### config.mk
export PLATFORM = sky130hd
export DESIGN_NAME = mac_accumulator_flat
export DESIGN_NICKNAME = d
export VERILOG_FILES = /design/src/rtl/mac_accumulator_if.sv /design/src/rtl/mac_accumulator.sv /design/src/flat_wrapper.sv
export SDC_FILE = /design/constraint.sdc
export NUM_CORES = 1
export LEC_CHECK = 0
export CAP_MARGIN = 20
export CELL_PAD_IN_SITES_DETAIL_PLACEMENT = 0
export CELL_PAD_IN_SITES_GLOBAL_PLACEMENT = 1
export CORE_MARGIN = 2
export CORE_UTILIZATION = 37
export CTS_BUF_LIST = sky130_fd_sc_hd__clkbuf_8 sky130_fd_sc_hd__clkbuf_16
export DETAILED_ROUTE_END_ITERATION = 10
export PLACE_DENSITY = 0.85
export SYNTH_ARGS = -nofsm -noshare
export SYNTH_HDL_FRONTEND = slang
export SYNTH_SLANG_ARGS = --single-unit
### constraint.sdc
create_clock -name clk -period 1.97 [get_ports clk]
set_clock_uncertainty 0.15 [all_clocks]
set_input_delay 0.197 -clock clk [delete_from_list [all_inputs] [get_ports clk]]
set_output_delay 0.197 -clock clk [all_outputs]
set_load 0.02 [all_outputs]
### src/rtl/mac_accumulator_if.sv
// Product-in / frame-result-out handshake bundle for mac_accumulator.
// slave = accumulator side, master = producer/consumer side.
interface mac_accumulator_if #(
  parameter int ACC_W = 12,
  parameter int LEN_W = 8
);
  logic             in_valid;
  logic             in_ready;
  logic [5:0]       in_prod;
  logic             in_last;
  logic             out_valid;
  logic             out_ready;
  logic [ACC_W-1:0] out_sum;
  logic [LEN_W-1:0] out_len;
  logic             out_ovf;

  modport slave (
    input  in_valid, in_prod, in_last, out_ready,
    output in_ready, out_valid, out_sum, out_len, out_ovf
  );

  modport master (
    output in_valid, in_prod, in_last, out_ready,
    input  in_ready, out_valid, out_sum, out_len, out_ovf
  );
endinterface

### src/rtl/mac_accumulator.sv
// Frame accumulator behind array_multiplier: sums products until in_last.
// Define MAC_ACC_SAT_EN for a saturating sum with out_ovf reporting.
module mac_accumulator #(
  parameter int ACC_W = 12,
  parameter int LEN_W = 8
) (
  input logic              clk,
  input logic              rst_n,
  mac_accumulator_if.slave bus
);
  typedef enum logic {ACCUM, HOLD} state_t;

  state_t           state, state_nx;
  logic [ACC_W-1:0] acc;
  logic [LEN_W-1:0] len;
  logic [ACC_W-1:0] sum_q;
  logic [LEN_W-1:0] len_q;
  logic             accept;
  logic [ACC_W:0]   sum_wide;
  logic [ACC_W-1:0] sum_next;
  logic [LEN_W-1:0] len_next;

  assign accept   = bus.in_valid & bus.in_ready;
  assign sum_wide = {1'b0, acc} + {{(ACC_W-5){1'b0}}, bus.in_prod};
  assign len_next = len + 1'b1;

`ifdef MAC_ACC_SAT_EN
  logic ovf_now;
  logic sticky;
  logic ovf_q;

  assign ovf_now  = sum_wide[ACC_W];
  assign sum_next = ovf_now ? '1 : sum_wide[ACC_W-1:0];

  always_ff @(posedge clk or negedge rst_n) begin
    if (!rst_n) begin
      sticky <= 1'b0;
      ovf_q  <= 1'b0;
    end else if (accept) begin
      if (bus.in_last) begin
        ovf_q  <= sticky | ovf_now;
        sticky <= 1'b0;
      end else begin
        sticky <= sticky | ovf_now;
      end
    end
  end

  assign bus.out_ovf = ovf_q;
`else
  logic unused_carry;

  assign unused_carry = sum_wide[ACC_W];
  assign sum_next     = sum_wide[ACC_W-1:0];
  assign bus.out_ovf  = 1'b0;
`endif

  always_ff @(posedge clk or negedge rst_n) begin
    if (!rst_n) state <= ACCUM;
    else        state <= state_nx;
  end

  always_comb begin
    state_nx = state;
    unique case (state)
      ACCUM:   if (accept && bus.in_last) state_nx = HOLD;
      HOLD:    if (bus.out_ready)         state_nx = ACCUM;
      default: state_nx = ACCUM;
    endcase
  end

  // Handshake outputs depend on registered state only.
  always_comb begin
    bus.in_ready  = 1'b0;
    bus.out_valid = 1'b0;
    unique case (state)
      ACCUM:   bus.in_ready  = 1'b1;
      HOLD:    bus.out_valid = 1'b1;
      default: bus.in_ready  = 1'b0;
    endcase
  end

  always_ff @(posedge clk or negedge rst_n) begin
    if (!rst_n) begin
      acc   <= '0;
      len   <= '0;
      sum_q <= '0;
      len_q <= '0;
    end else if (accept) begin
      if (bus.in_last) begin
        sum_q <= sum_next;
        len_q <= len_next;
        acc   <= '0;
        len   <= '0;
      end else begin
        acc <= sum_next;
        len <= len_next;
      end
    end
  end

  assign bus.out_sum = sum_q;
  assign bus.out_len = len_q;
endmodule

### src/flat_wrapper.sv
// flat-port wrapper written by rule: the top's interface ports become plain ports
module mac_accumulator_flat 
#(
  parameter int ACC_W = 12,
  parameter int LEN_W = 8
)
  (clk, rst_n, bus_in_valid, bus_in_prod, bus_in_last, bus_out_ready, bus_in_ready, bus_out_valid, bus_out_sum, bus_out_len, bus_out_ovf);
  mac_accumulator_if #(.ACC_W(ACC_W), .LEN_W(LEN_W)) bus_i ();
  input logic clk;
  input logic rst_n;
  input wire logic [$bits(bus_i.in_valid)-1:0] bus_in_valid;
  input wire logic [$bits(bus_i.in_prod)-1:0] bus_in_prod;
  input wire logic [$bits(bus_i.in_last)-1:0] bus_in_last;
  input wire logic [$bits(bus_i.out_ready)-1:0] bus_out_ready;
  output wire logic [$bits(bus_i.in_ready)-1:0] bus_in_ready;
  output wire logic [$bits(bus_i.out_valid)-1:0] bus_out_valid;
  output wire logic [$bits(bus_i.out_sum)-1:0] bus_out_sum;
  output wire logic [$bits(bus_i.out_len)-1:0] bus_out_len;
  output wire logic [$bits(bus_i.out_ovf)-1:0] bus_out_ovf;
  assign bus_i.in_valid = bus_in_valid;
  assign bus_i.in_prod = bus_in_prod;
  assign bus_i.in_last = bus_in_last;
  assign bus_i.out_ready = bus_out_ready;
  assign bus_in_ready = bus_i.in_ready;
  assign bus_out_valid = bus_i.out_valid;
  assign bus_out_sum = bus_i.out_sum;
  assign bus_out_len = bus_i.out_len;
  assign bus_out_ovf = bus_i.out_ovf;
  mac_accumulator #(.ACC_W(ACC_W), .LEN_W(LEN_W)) u_core (.clk(clk), .rst_n(rst_n), .bus(bus_i));
endmodule
* Word-level counts from Yosys, hierarchy flattened *
Cells that the tools add are included.

storage, ports and cells
  bits in writable memories = 0
  memories = 0
  output and inout port bits = 23
  register bits after elaboration = 41
  word-level logic and storage cells = 18
  bits in read-only memories = 0
  latch bits = 0

operators by class
  eq/ne operators = 0
  reduce and logical (&&, ||, !) cells = 2
  div/mod/pow operators = 0
  bitwise operators = 2
  multiplexer cells = 7
  shift operators = 0
  multiply operators = 0
  $lt $le $gt $ge = 0
  $add $sub $neg = 2

operators by type and width
  cell                                          count
  adder 12 x 6 -> 12 bit                        1
  two-way mux 12 bit                            1
  adder 8 x 1 -> 8 bit (second input constant)  1
  two-way mux 8 bit                             1
  two-way mux 1 bit                             4
  case mux 1 bit (2 select lines)               1
  AND reduction 2 bit                           1
  bitwise AND 1 bit                             1
  logical AND 1 bit                             1
  inverter 1 bit                                1

* Depth between registers and ports, before layout *
  depth in word-level cells = 5
  mapped depth = 8

* Least setup slack after synthesis *
OpenSTA, ideal clock, no wires.

  path kind = reg2reg
  start = register u_core.acc[0]
  end = register u_core.acc[10]
  data required time = 1744 ps
  stages on the path, launching flop included = 9
  data arrival time = 1815 ps
  setup slack = -71 ps
  library setup time = 76 ps
  cells stage by stage = dfrtp_1 -> ha_1 -> inv_1 -> fa_1 -> nor2b_1 -> o31a_1 -> o311ai_2 -> or3_1 -> o21ai_1

between the ends
  longest elaborated chain between the ends = 2

ends and longest elaborated chain
  item                    RTL line               text
  from (decl)             mac_accumulator.sv:14  logic [ACC_W-1:0] acc;
  from (signal assigned)  mac_accumulator.sv:96  acc <= sum_next;
  adder 12 x 6 -> 12 bit  mac_accumulator.sv:24  assign sum_wide = {1'b0, acc} + {{(ACC_W-5){1'b0}}, bus.in_prod};
  two-way mux 12 bit      mac_accumulator.sv:90  if (bus.in_last) begin

Every way passes these cells.
A chain may end at the register's enable or synchronous reset.

* Worst setup path after layout *
  start = input bus_in_prod[0]
  end = register u_core.acc[10]

between the ends
  longest elaborated chain between the ends = 2

ends and longest elaborated chain
  item                    RTL line               text
  from (decl)             flat_wrapper.sv:12     input wire logic [$bits(bus_i.in_prod)-1:0] bus_in_prod;
  adder 12 x 6 -> 12 bit  mac_accumulator.sv:24
  two-way mux 12 bit      mac_accumulator.sv:90

Every way passes these cells.

==> results.toml <==
[logic_synthesis]
synth_area_leader_cell = "dfrtp_1"
synth.avg_cell_area_sq_um = 10.1
synthTopCellsByArea = "dfrtp_1 49%, o21ai_0 7.9%, nand2_1 5.6%, ha_1 4.2%, xnor2_1 3.3%"
ys_types = 41
synth_top_family_by_area = "compound AO/OA/AOI/OAI gates"
synth_seq_area_share = 0.490
synth_cells = 207
syn_area_sq_um = 2090
synth-seq-cells = 41
muxShareOfSynthArea = 0.0323
netlist.area_leader.share = 0.490
synthSimpleGateAreaFrac = 0.128
synth-xor-area-share = 0.0586
synth_compound_area_frac = 0.202
synthAdderAreaFrac = 0.0514
ys_warn_count = 0
syn-num-nets = 226

[layout]
fin_cells = 343
final_common_cell = "dfrtp_1"
design_area_sq_um = 2930
fillers = 521
antenna_cells = 0
syn2layout_area_growth_pct = 40.0
final_nets = 290
drive_above_1_share = 0.247
layout_common_cells = "41 x dfrtp_1, 31 x nand2_1, 31 x clkdlybuf4s50_1"

[timing]
slew_violations = 0
fin_crit_sh = 1.09
relSlewSlack = 0.624
max_clock_freq_mhz = 464
worst_slack_ns = -0.186
min_period_ns = 2.16
hold_slack_ns = 0.285
finalHoldViolations = 0
worst_pin_slew_ns = 0.564
rsz0062_at_grt = "true"
final.setup.tns_ns = -0.873
setup_viol = 8

[setup_path]
path_cells = "clkdlybuf4s50_1, ha_2, inv_2, fa_2, nor2b_2, o31a_1, buf_6, o311ai_4, or3_1, o21ai_1"
critPathKind = "in2reg"
cp.arrival_ns = 2.22
cp-start-kind = "primary input"
critPathSlowestCell = "clkdlybuf4s50_1"
path_max_fanout = 4
cpPeakStageDelay_ns = 0.47
required_ns = 2.04
end_kind = "flop"

[power]
leakage_nw = 1.26
p_sw_w = 0.00101
pwr-share-comb = 0.432
pwr-share-clk = 0.189
p_seq_frac = 0.378
power_density_nw_per_um2 = 1000
intPower_w = 0.00193
swShare = 0.345
vdd_drop_max_mv = 0.647

[cts]
cts_tree = "yes"
cts-buffers-inserted = 5
cts.clk_slew.worst_paths_ns = 0.07
insertion_delay_ns = 0.30
cts_max_level = 2
clock_sinks = 41
clockRootBuffer = "clkbuf_8"
clockBufferDepth = 2

[route]
wl_per_cell_um = 14.2
viasPerCell = 5.07
vias = 1740
drc_errors = 0
drtAntennaViolNets = 0
drt_iter0_drc = 73
drt-pass1-iter-count = 4
totalWireLength_um = 4870

[global_route]
grt_pass1_vias = 1707
gr-total-overflow = 0
grtUsageTotal = 0.164
grt_first_pass_wirelength_um = 8020
antenna_found_initial = 0
grt_max_degree = 25

[job]
drv_cap = 0

[place]
numPortBuffers = 32
globalplace.congestion = 0.775
placed_area_sq_um = 2650
hpwlAfterDp_um = 3300
place_ws_ns = -0.492
placed_cells_incl_taps = 327

[outcome]
status = "finished, violations left"
violations = "setup timing"

[floorplanning]
coreArea_sq_um = 5470
pin_count = 34
die-area_sq_um = 6270
die_y_um = 79.2
std_cell_rows = 27
die_w_um = 79.2
start_util = 0.382

[hold_path]
hp-class = "in2async"
-- cells in the mapped netlist --
| master | number |
|---|---|
| o311ai_4 | 1 |
| fa_1 | 1 |
| clkbuf_1 | 4 |
| o21a_1 | 1 |
| a211o_1 | 1 |
| ha_1 | 7 |
| a21oi_1 | 6 |
| nor3b_1 | 2 |
| xnor2_1 | 8 |
| inv_1 | 10 |
| a21boi_0 | 1 |
| and2_1 | 1 |
| nand2b_1 | 1 |
| o21ai_2 | 1 |
| and3_2 | 1 |
| nand3_1 | 1 |
| or3_1 | 4 |
| xor2_1 | 6 |
| o31a_1 | 1 |
| mux2_2 | 6 |
| dfrtp_1 | 41 |
| or2_0 | 1 |
| a31oi_1 | 2 |
| o21ai_0 | 33 |
| a21o_1 | 2 |
| o311ai_2 | 2 |
| buf_4 | 1 |
| a211oi_2 | 1 |
| o31ai_1 | 3 |
| buf_2 | 3 |
| nand4_2 | 1 |
| conb_1 | 1 |
| nor2b_1 | 2 |
| o21ai_1 | 4 |
| nor2_1 | 3 |
| a41oi_1 | 1 |
| nand4_1 | 1 |
| a22o_1 | 4 |
| nand2_1 | 31 |
| and3_1 | 5 |
| nand2_2 | 1 |
-- stage by stage --
step,power (W),util
4_1_cts,0.00283,0.518
3_3_place_gp,0.00216,0.483
5_1_grt,0.00312,0.535
3_5_place_dp,0.00218,0.483
6_report,0.00294,0.535
2_1_floorplan,0.00172,-
-- power by group through the flow --
stage / sequential (W) / combinational (W) / clock [W]
after floorplan: 0.00121 / 0.000503 / 0
after global placement: 0.00111 / 0.00105 / 0
after detailed placement: 0.00112 / 0.00107 / 0
after CTS: 0.00111 / 0.00115 / 0.000569
after global routing: 0.00114 / 0.00137 / 0.000609
final: 0.00111 / 0.00127 / 0.000557
-- logic make-up after synthesis --
group	count (synthesis)
compound gates	64
simple gates	55
flops	41
buf+inv	18
xor+xnor	14
fa+ha+maj	8
mux	6
other cells	1
-- path summary, 6_finish.rpt --
path	startpoint	to	slack, ns	cells after the start
max in group asynchronous	rst_n	u_core.acc[8]	0.83	3
hold reg to reg	u_core.bus.out_len[7]	u_core.bus.out_len[7]	0.33	2
setup reg to reg	u_core.acc[0]	u_core.acc[10]	-0.18	9
setup / recovery	bus_in_prod[0]	u_core.acc[10]	-0.19	10
hold / removal	rst_n	u_core.acc[10]	0.29	2
min in group clk	bus_out_ready	u_core.state	0.33	2
-- routing by layer --
| metal | wire, um | track usage |
|---|---|---|
| met1 | 2210 | 0.219 |
| met5 | 0 | 0 |
| met3 | 198 | 0.0375 |
| met2 | 2340 | 0.265 |
| met4 | 118 | 0.0517 |
-- area by class of cell --
class	count	area, sq um	share of cell area
clock buffers	6	82.6	0.0282
clock inverters	1	3.75	0.00128
inverters	10	37.5	0.0128
multi-input cells	148	1110	0.380
flip-flops and latches	41	1030	0.350
well taps	72	90.1	0.0308
repair buffers	65	577	0.197
-- state kept, by name, summed over array words and instances (netlist names) --
register / cells
u_core.bus.out_len: 8
u_core.len: 8
u_core.state: 1
u_core.bus.out_sum: 12
u_core.acc: 12
-- worst max-delay path, delay by kind of cell --
kind,cells,cell delay (ns)
buffers and inverters,3,0.65
adders and majority gates,2,0.52
and+or+nand+nor,2,0.49
AOI/OAI and AO/OA,3,0.36
-- timing repair --
| action | in CTS | in global routing |
|---|---|---|
| setup buffers | 3 | 5 |
| hold buffers | 1 | 0 |
| endpoints found under the setup margin | 9 | 15 |
| resized for setup | 12 | 13 |
| pin swaps | 5 | 7 |
| endpoints found under the hold margin | 22 | 0 |
Note: power is estimated with default switching activity, not from simulation.
